### src/rtl/divreg_pkg.sv
// rtl/divreg_pkg.sv - shared FSM encodings and width helper for the restoring divider
package divreg_pkg;

    localparam logic [1:0] IDLE = 2'd0;
    localparam logic [1:0] CALC = 2'd1;
    localparam logic [1:0] DONE = 2'd2;

    // Smallest w with 2**w >= value; sizes the iteration counter so it can hold N
    function automatic int clog2(input int value);
        int w;
        w = 0;
        while ((1 << w) < value) begin
            w = w + 1;
        end
        return w;
    endfunction

endpackage

### src/rtl/divreg_if.sv
// rtl/divreg_if.sv - operand and result handshake bundle for the divider
interface divreg_if #(parameter int N = 8);

    logic         in_valid;
    logic         in_ready;
    logic [N-1:0] a;
    logic [N-1:0] b;
    logic         out_valid;
    logic         out_ready;
    logic [N-1:0] q;
    logic [N-1:0] r;
    logic         div0;

    modport master (
        output in_valid, a, b, out_ready,
        input  in_ready, out_valid, q, r, div0
    );

    modport slave (
        input  in_valid, a, b, out_ready,
        output in_ready, out_valid, q, r, div0
    );

endinterface

### src/rtl/divreg_step.sv
// rtl/divreg_step.sv - one combinational restoring-division step
module divreg_step #(
    parameter int N = 8
) (
    input  logic [N:0]   rem_in,
    input  logic [N-1:0] dvd_in,
    input  logic [N-1:0] dvs,
    output logic [N:0]   rem_out,
    output logic [N-1:0] dvd_out,
    output logic         qbit
);

    logic [N+1:0] shifted;
    logic [N+1:0] trial;

    // Shift the next dividend bit into the remainder and keep the trial
    // subtraction only when it does not go negative
    always_comb begin
        shifted = {rem_in, dvd_in[N-1]};
        trial   = shifted - {2'b00, dvs};
        qbit    = ~trial[N+1];
        rem_out = qbit ? trial[N:0] : shifted[N:0];
        dvd_out = {dvd_in[N-2:0], 1'b0};
    end

endmodule

### src/rtl/divreg.sv
// rtl/divreg.sv - iterative radix-2 restoring divider with valid/ready in and out
module divreg
    import divreg_pkg::*;
#(
    parameter int N      = 8,
    parameter bit SIGNED = 1'b1
) (
    input  logic     clk,
    input  logic     nreset,
    divreg_if.slave  bus
);

    localparam int CW = clog2(N + 1);

    logic [1:0]    state;
    logic [1:0]    state_nx;
    logic [CW-1:0] cnt;
    logic [N:0]    rem;
    logic [N-1:0]  dvd;
    logic [N-1:0]  dvs;
    logic [N-1:0]  a_hold;
    logic          neg_q;
    logic          neg_r;
    logic          zero_div;
    logic          ovf;
    logic [N:0]    rem_step;
    logic [N-1:0]  dvd_step;
    logic          qbit;
    logic          accept;
    logic          last_iter;
    logic          a_neg;
    logic          b_neg;
    logic [N-1:0]  a_mag;
    logic [N-1:0]  b_mag;
    logic [N-1:0]  q_fix;
    logic [N-1:0]  r_fix;
    logic [N-1:0]  q_reg;
    logic [N-1:0]  r_reg;
    logic          div0_reg;

    assign accept    = bus.in_valid && (state == IDLE);
    assign last_iter = (cnt == CW'(N));
    assign a_neg     = SIGNED && bus.a[N-1];
    assign b_neg     = SIGNED && bus.b[N-1];
    assign a_mag     = a_neg ? -bus.a : bus.a;
    assign b_mag     = b_neg ? -bus.b : bus.b;

    divreg_step #(.N(N)) u_step (
        .rem_in  (rem),
        .dvd_in  (dvd),
        .dvs     (dvs),
        .rem_out (rem_step),
        .dvd_out (dvd_step),
        .qbit    (qbit)
    );

    // Restore signs on the magnitude result; zero divisor and signed overflow override
    always_comb begin
        q_fix = neg_q ? -dvd : dvd;
        r_fix = neg_r ? -rem[N-1:0] : rem[N-1:0];
        if (zero_div) begin
            q_fix = '1;
            r_fix = a_hold;
        end else if (ovf) begin
            q_fix = a_hold;
            r_fix = '0;
        end
    end

    // State register
    always_ff @(posedge clk or negedge nreset) begin
        if (!nreset) begin
            state <= IDLE;
        end else begin
            state <= state_nx;
        end
    end

    // Next-state: one extra CALC cycle after the N iterations registers the sign-fixed result
    always_comb begin
        state_nx = state;
        case (state)
            IDLE:    if (bus.in_valid) state_nx = CALC;
            CALC:    if (last_iter)    state_nx = DONE;
            DONE:    if (bus.out_ready) state_nx = IDLE;
            default: state_nx = IDLE;
        endcase
    end

    // Handshake outputs decoded from state
    always_comb begin
        bus.in_ready  = (state == IDLE);
        bus.out_valid = (state == DONE);
    end

    // Operand capture, shift/subtract iterations and result hold registers
    always_ff @(posedge clk or negedge nreset) begin
        if (!nreset) begin
            cnt      <= '0;
            rem      <= '0;
            dvd      <= '0;
            dvs      <= '0;
            a_hold   <= '0;
            neg_q    <= 1'b0;
            neg_r    <= 1'b0;
            zero_div <= 1'b0;
            ovf      <= 1'b0;
            q_reg    <= '0;
            r_reg    <= '0;
            div0_reg <= 1'b0;
        end else if (accept) begin
            cnt      <= '0;
            rem      <= '0;
            dvd      <= a_mag;
            dvs      <= b_mag;
            a_hold   <= bus.a;
            neg_q    <= a_neg ^ b_neg;
            neg_r    <= a_neg;
            zero_div <= (bus.b == '0);
            ovf      <= SIGNED && (bus.a == {1'b1, {(N-1){1'b0}}}) && (bus.b == '1);
        end else if (state == CALC) begin
            if (!last_iter) begin
                rem <= rem_step;
                dvd <= dvd_step | {{(N-1){1'b0}}, qbit};
                cnt <= cnt + 1'b1;
            end else begin
                q_reg    <= q_fix;
                r_reg    <= r_fix;
                div0_reg <= zero_div;
            end
        end
    end

    assign bus.q    = q_reg;
    assign bus.r    = r_reg;
    assign bus.div0 = div0_reg;

endmodule

### src/flat_wrapper.sv
// flat-port wrapper written by rule: the top's interface ports become plain ports
module divreg_flat import divreg_pkg::*;
#(
    parameter int N      = 8,
    parameter bit SIGNED = 1'b1
)
  (clk, nreset, bus_in_valid, bus_a, bus_b, bus_out_ready, bus_in_ready, bus_out_valid, bus_q, bus_r, bus_div0);
  divreg_if #(.N(N)) bus_i ();
  input  logic clk;
  input  logic nreset;
  input wire logic [$bits(bus_i.in_valid)-1:0] bus_in_valid;
  input wire logic [$bits(bus_i.a)-1:0] bus_a;
  input wire logic [$bits(bus_i.b)-1:0] bus_b;
  input wire logic [$bits(bus_i.out_ready)-1:0] bus_out_ready;
  output wire logic [$bits(bus_i.in_ready)-1:0] bus_in_ready;
  output wire logic [$bits(bus_i.out_valid)-1:0] bus_out_valid;
  output wire logic [$bits(bus_i.q)-1:0] bus_q;
  output wire logic [$bits(bus_i.r)-1:0] bus_r;
  output wire logic [$bits(bus_i.div0)-1:0] bus_div0;
  assign bus_i.in_valid = bus_in_valid;
  assign bus_i.a = bus_a;
  assign bus_i.b = bus_b;
  assign bus_i.out_ready = bus_out_ready;
  assign bus_in_ready = bus_i.in_ready;
  assign bus_out_valid = bus_i.out_valid;
  assign bus_q = bus_i.q;
  assign bus_r = bus_i.r;
  assign bus_div0 = bus_i.div0;
  divreg #(.N(N), .SIGNED(SIGNED)) u_core (.clk(clk), .nreset(nreset), .bus(bus_i));
endmodule
### config.mk
export PLATFORM = sky130hd
export DESIGN_NAME = divreg_flat
export DESIGN_NICKNAME = d
export VERILOG_FILES = /design/src/rtl/divreg_pkg.sv /design/src/rtl/divreg_if.sv /design/src/rtl/divreg_step.sv /design/src/rtl/divreg.sv /design/src/flat_wrapper.sv
export SDC_FILE = /design/constraint.sdc
export NUM_CORES = 1
export LEC_CHECK = 0
export BUFFER_PORTS_ARGS = -buffer_cell sky130_fd_sc_hd__buf_2
export CAP_MARGIN = 20
export CORE_MARGIN = 3
export CORE_UTILIZATION = 38
export CTS_CLUSTER_SIZE = 14
export DETAILED_ROUTE_END_ITERATION = 16
export GPL_TIMING_DRIVEN = 0
export PLACE_DENSITY_LB_ADDON = 0.25
export SLEW_MARGIN = 20
export SYNTH_ARGS = -nofsm -noshare
export SYNTH_HDL_FRONTEND = slang
export SYNTH_HIERARCHICAL = 1
export SYNTH_SLANG_ARGS = --single-unit
### constraint.sdc
create_clock -name clk -period 6.8 [get_ports clk]
set_clock_uncertainty 0.2 [all_clocks]
set_input_delay 2.04 -clock clk [delete_from_list [all_inputs] [get_ports clk]]
set_output_delay 2.04 -clock clk [all_outputs]
set_load 0.02 [all_outputs]
==> results <==
- The starting density of the core is 40.0%.
- The longest individual stage delay on the worst path is approximately 490 ps.
- Row generation in the floorplan step produced 35 rows.
- The cell-internal power is roughly 1.4 mW.
- The required time at the worst-slack endpoint is 6810 ps.
- Traced cell by cell, the critical path runs through buf_2 -> inv_1 -> ha_1 -> or3b_2 -> o31ai_1 -> xor2_1 -> o21ai_0.
- The sequential cell area fraction in the yosys report is between 30% and 40%.
- The share of final-layout standard cells stronger than drive strength 1 is a little under a fifth.
- The most used flip-flop cell after synthesis is dfrtp_1.
- The buffers plus inverters on the worst setup path is 2.
- The TritonCTS clock tree is built.
- Yosys attributes the largest share of cell area to dfrtp_1 39%, nand2_1 5.3%, ha_1 5.0%, nor2_1 4.3%, xnor2_1 3.0%.
- Timing would allow up to 0.291 GHz.
- The fraction of registers with async set/reset is 100%.
- The H-tree depth reported by CTS is 3.
- Ranked by instance count, the synthesized netlist is headed by 59 x dfrtp_1, 53 x nand2_1, 43 x nor2_1, 25 x inv_1, 21 x a21oi_1.
- The arrival time of the worst setup path is approximately 3400 ps.
- Compared with the post-synthesis result, the final layout area differs by 15.6%.
- The kind of cell with the highest combined delay along the critical path is simple AND/OR/NAND/NOR gates.
- The classification of the worst setup path is input port to register.
- After synthesis the netlist holds a flip-flop and latch count of between 50 and 60.
- The portion of total power attributed to the clock network is ~17%.
- The number of max-cap violations is 0.
- The die covers around 11,000 µm².
- Counting along the longest clock path gives a buffer depth of 2.
- The min-delay analysis places its worst path in the category register to register.
- The post-placement worst setup slack is 3020 ps.
- In this run the clock root is driven by a clkbuf_8.
- The slowest cell on the critical path is or3b_2.
- The count of endpoints failing hold in the final timing report is 0.
- Subtracting the final worst setup slack from the clock period gives 3430 ps.
- The post-synthesis cell area is 3760 µm².
- The combinational cell fraction of total power is a little over half.
- In this run the biggest area consumer among cell types represents a little under 40% of the synthesized area.
- Setup repair after global routing left no endpoint under its margin.
- The capturing element type of the critical path is a register.
- Counting the fill cells in the layout gives about 940.
- For this block, the initial DRC count from the detailed router was approximately 180.
- The run finished with clean final reports.
- Setup slack on the worst reg-to-reg path comes out at slightly below 4000 ps.
- The tree built by TritonCTS fans out to 59 sinks.
- Summed over all layers, the global routing overflow is 0.
- The net count of the mapped netlist is between 400 and 500.
- Once detailed placement completed, the half-perimeter wirelength came to slightly above 7000 µm.
- The width of the die is ~110 µm.
- Setup violations remaining at the end of the flow were counted as 0.
- The count of nets after finishing is around 500.
- The average footprint of a synthesized cell is 8.98 µm².
- The cell with the most instances after synthesis is dfrtp_1.
- In this run the cell area measured after placement is 4110 µm².
- Once detail routing completed, the nets flagged for antenna violations numbered 0.
- The number of antenna diodes in the final layout is 0.
- The routed wire length is roughly 9400 µm.
- For the pin with the worst max-slew slack, the measured transition is 851 ps.
- The core outline area is between 9000 and 10,000 µm².
- The post-route clock period utilization is about 50%.
- Summed over all cells, the static leakage comes to ~2 nW.
- The synthesized netlist contains just over 60 unique library cells.
- The number of pins exceeding their max-slew limit in the final report is 0.
- After detailed placement, the design holds a cell count of between 500 and 600.
- At the end of routability-driven placement, the weighted congestion stood at approximately 0.85.
- The post-cts gate resize count is 0.
- The floorplan step set the die height to roughly 110 µm.
- The global router's overall resource usage is about 18%.
- Buffers placed on the I/O ports in this run total 36.
- Entering global routing, the biggest net connects 60 pins.
- With fillers left out, the area of the finished cells amounts to between 4000 and 5000 µm².
- For this run, design rule violations remaining after detail routing come to 0.
- The minimum setup slack in the final design is 3370 ps.
- Sequential cells burn 29.1% of the power.
- Before antenna repair, the detailed router went through 4 iterations.
- The number of antenna violations at the first check in global routing is 0.
- The final standard cell utilization of the core is about 46%.
- Overall power consumption after layout is estimated at ~2.4 mW.
- The sum of negative setup slack is 0 ps.
- In this run the worst path has a maximum fanout of 4.
- The clock transition at the registers of the reported paths is ~60 ps.
- The I/O pin count is 39.
- Leaving out filler cells and counting taps, the final layout contains 600.
- The largest area contributor in the synthesized netlist is dfrtp_1.
- The number of buffers inserted to repair setup after CTS is 0.
- The number of warnings printed during yosys synthesis is 6.
- The number of hold buffers added after CTS is 0.
- The final-layout worst hold slack is about 280 ps.
- The critical path startpoint category is an input port.
- The worst vdd rail ir drop is 0.000166 V.
- Of the total power, the share spent switching nets is 41.9%.
- The total clock buffers created by CTS is 9.
- For this design the total switching power over the nets is ~1 mW.
- The areal power density over the cells is 548 nW/µm².
- The worst pin sits at a relative slew slack of a little over two fifths.
- The via count of the first global-routing pass is around 3.1k.
- Across all layers, the routed design uses approximately 3.1k vias.
- The most flop-heavy register is u_core/rem.
- In the final routed layout, each cell accounts on average for 15.6 µm.
- Counting flops with a built-in enable in the synthesized netlist gives 0.
- The first global-routing pass estimated approximately 16,000 µm of wire.
- After detailed routing, the number of vias per cell comes to just over 5.
- The number of standard cells after synthesis is about 420.
- The number of flip-flops under the largest register name is 9.
- The latest clock arrival within the worst-skew pair is 340 ps.
==> power by group through the flow <==
stage / clock network [mW] / logic (mW) / registers [mW]
after CTS: 0.403 / 1.30 / 0.695
after detailed placement: 0 / 1.29 / 0.701
final: 0.395 / 1.29 / 0.695
after global routing: 0.420 / 1.44 / 0.721
after global placement: 0 / 1.26 / 0.695
after floorplan: 0 / 0.981 / 0.707
==> cell families after synthesis <==
logic type / share of synthesized area, %
and+or+nand+nor: 20.4
AOI/OAI and AO/OA: 17.9
DFF: 39.2
buffers and inverters: 6.72
xor gates and xnor gates: 5.82
adders and majority gates: 5.52
muxes: 4.39
other: 0.0997
==> layer usage <==
metal  vias up  GRT usage (%)  routed length (µm)
met4         0           3.89                  90
met1      1495           24.4                4560
met2        66           27.3                4210
li1       1548              -                   -
met5         -              0                   0
met3         8           5.57                 535
==> final timing paths <==
check	start	cells after the start	to
max reg2reg	u_core/dvd[7]	9	u_core/rem[8]
min reg2reg	u_core/dvs[5]	2	u_core/dvs[5]
max	bus_b[0]	7	u_core/dvs[6]
min in group asynchronous	nreset	1	u_core/bus.r[2]
min	u_core/dvs[5]	2	u_core/dvs[5]
max in group asynchronous	nreset	1	u_core/dvs[5]
==> worst reg2reg max path, delay by kind of cell, from the launching register on <==
| family | cells | cell delay [ps] |
|---|---|---|
| AO/OA/AOI/OAI | 2 | 960 |
| adder cells (fa/ha/maj) | 2 | 620 |
| buffers and inverters | 1 | 70 |
| flip-flops | 1 | 390 |
| AND/OR/NAND/NOR | 4 | 580 |
==> layout make-up <==
cell class / count / area [µm²] / area share, %
Buffer: 26 / 151 / 3.48
Clock buffer: 11 / 141 / 3.25
Clock inverter: 5 / 100 / 2.30
Inverter: 27 / 101 / 2.33
Multi-Input combinational cell: 307 / 2030 / 46.8
Sequential cell: 59 / 1480 / 34.0
Tap cell: 129 / 161 / 3.71
Timing Repair Buffer: 36 / 183 / 4.20
==> cell usage in the layout, fill, tap and decap left out, drive strengths merged, types with 3 or more instances in the layout <==
cell type	instances
clkbuf	23
nor4	5
nand3	7
ha	15
inv	27
mux2i	9
nor2b	5
a22o	7
a21boi	4
bufinv	3
nand4	3
o31ai	10
nor3b	3
mux2	5
a31oi	6
or3b	3
a21oi	23
nand2b	9
or3	3
xor2	12
nor3	10
dfrtp	59
xnor2	13
a221oi	4
nand2	54
buf	50
o21ai	21
nor2	43
Power figures use the tool's default switching activity.
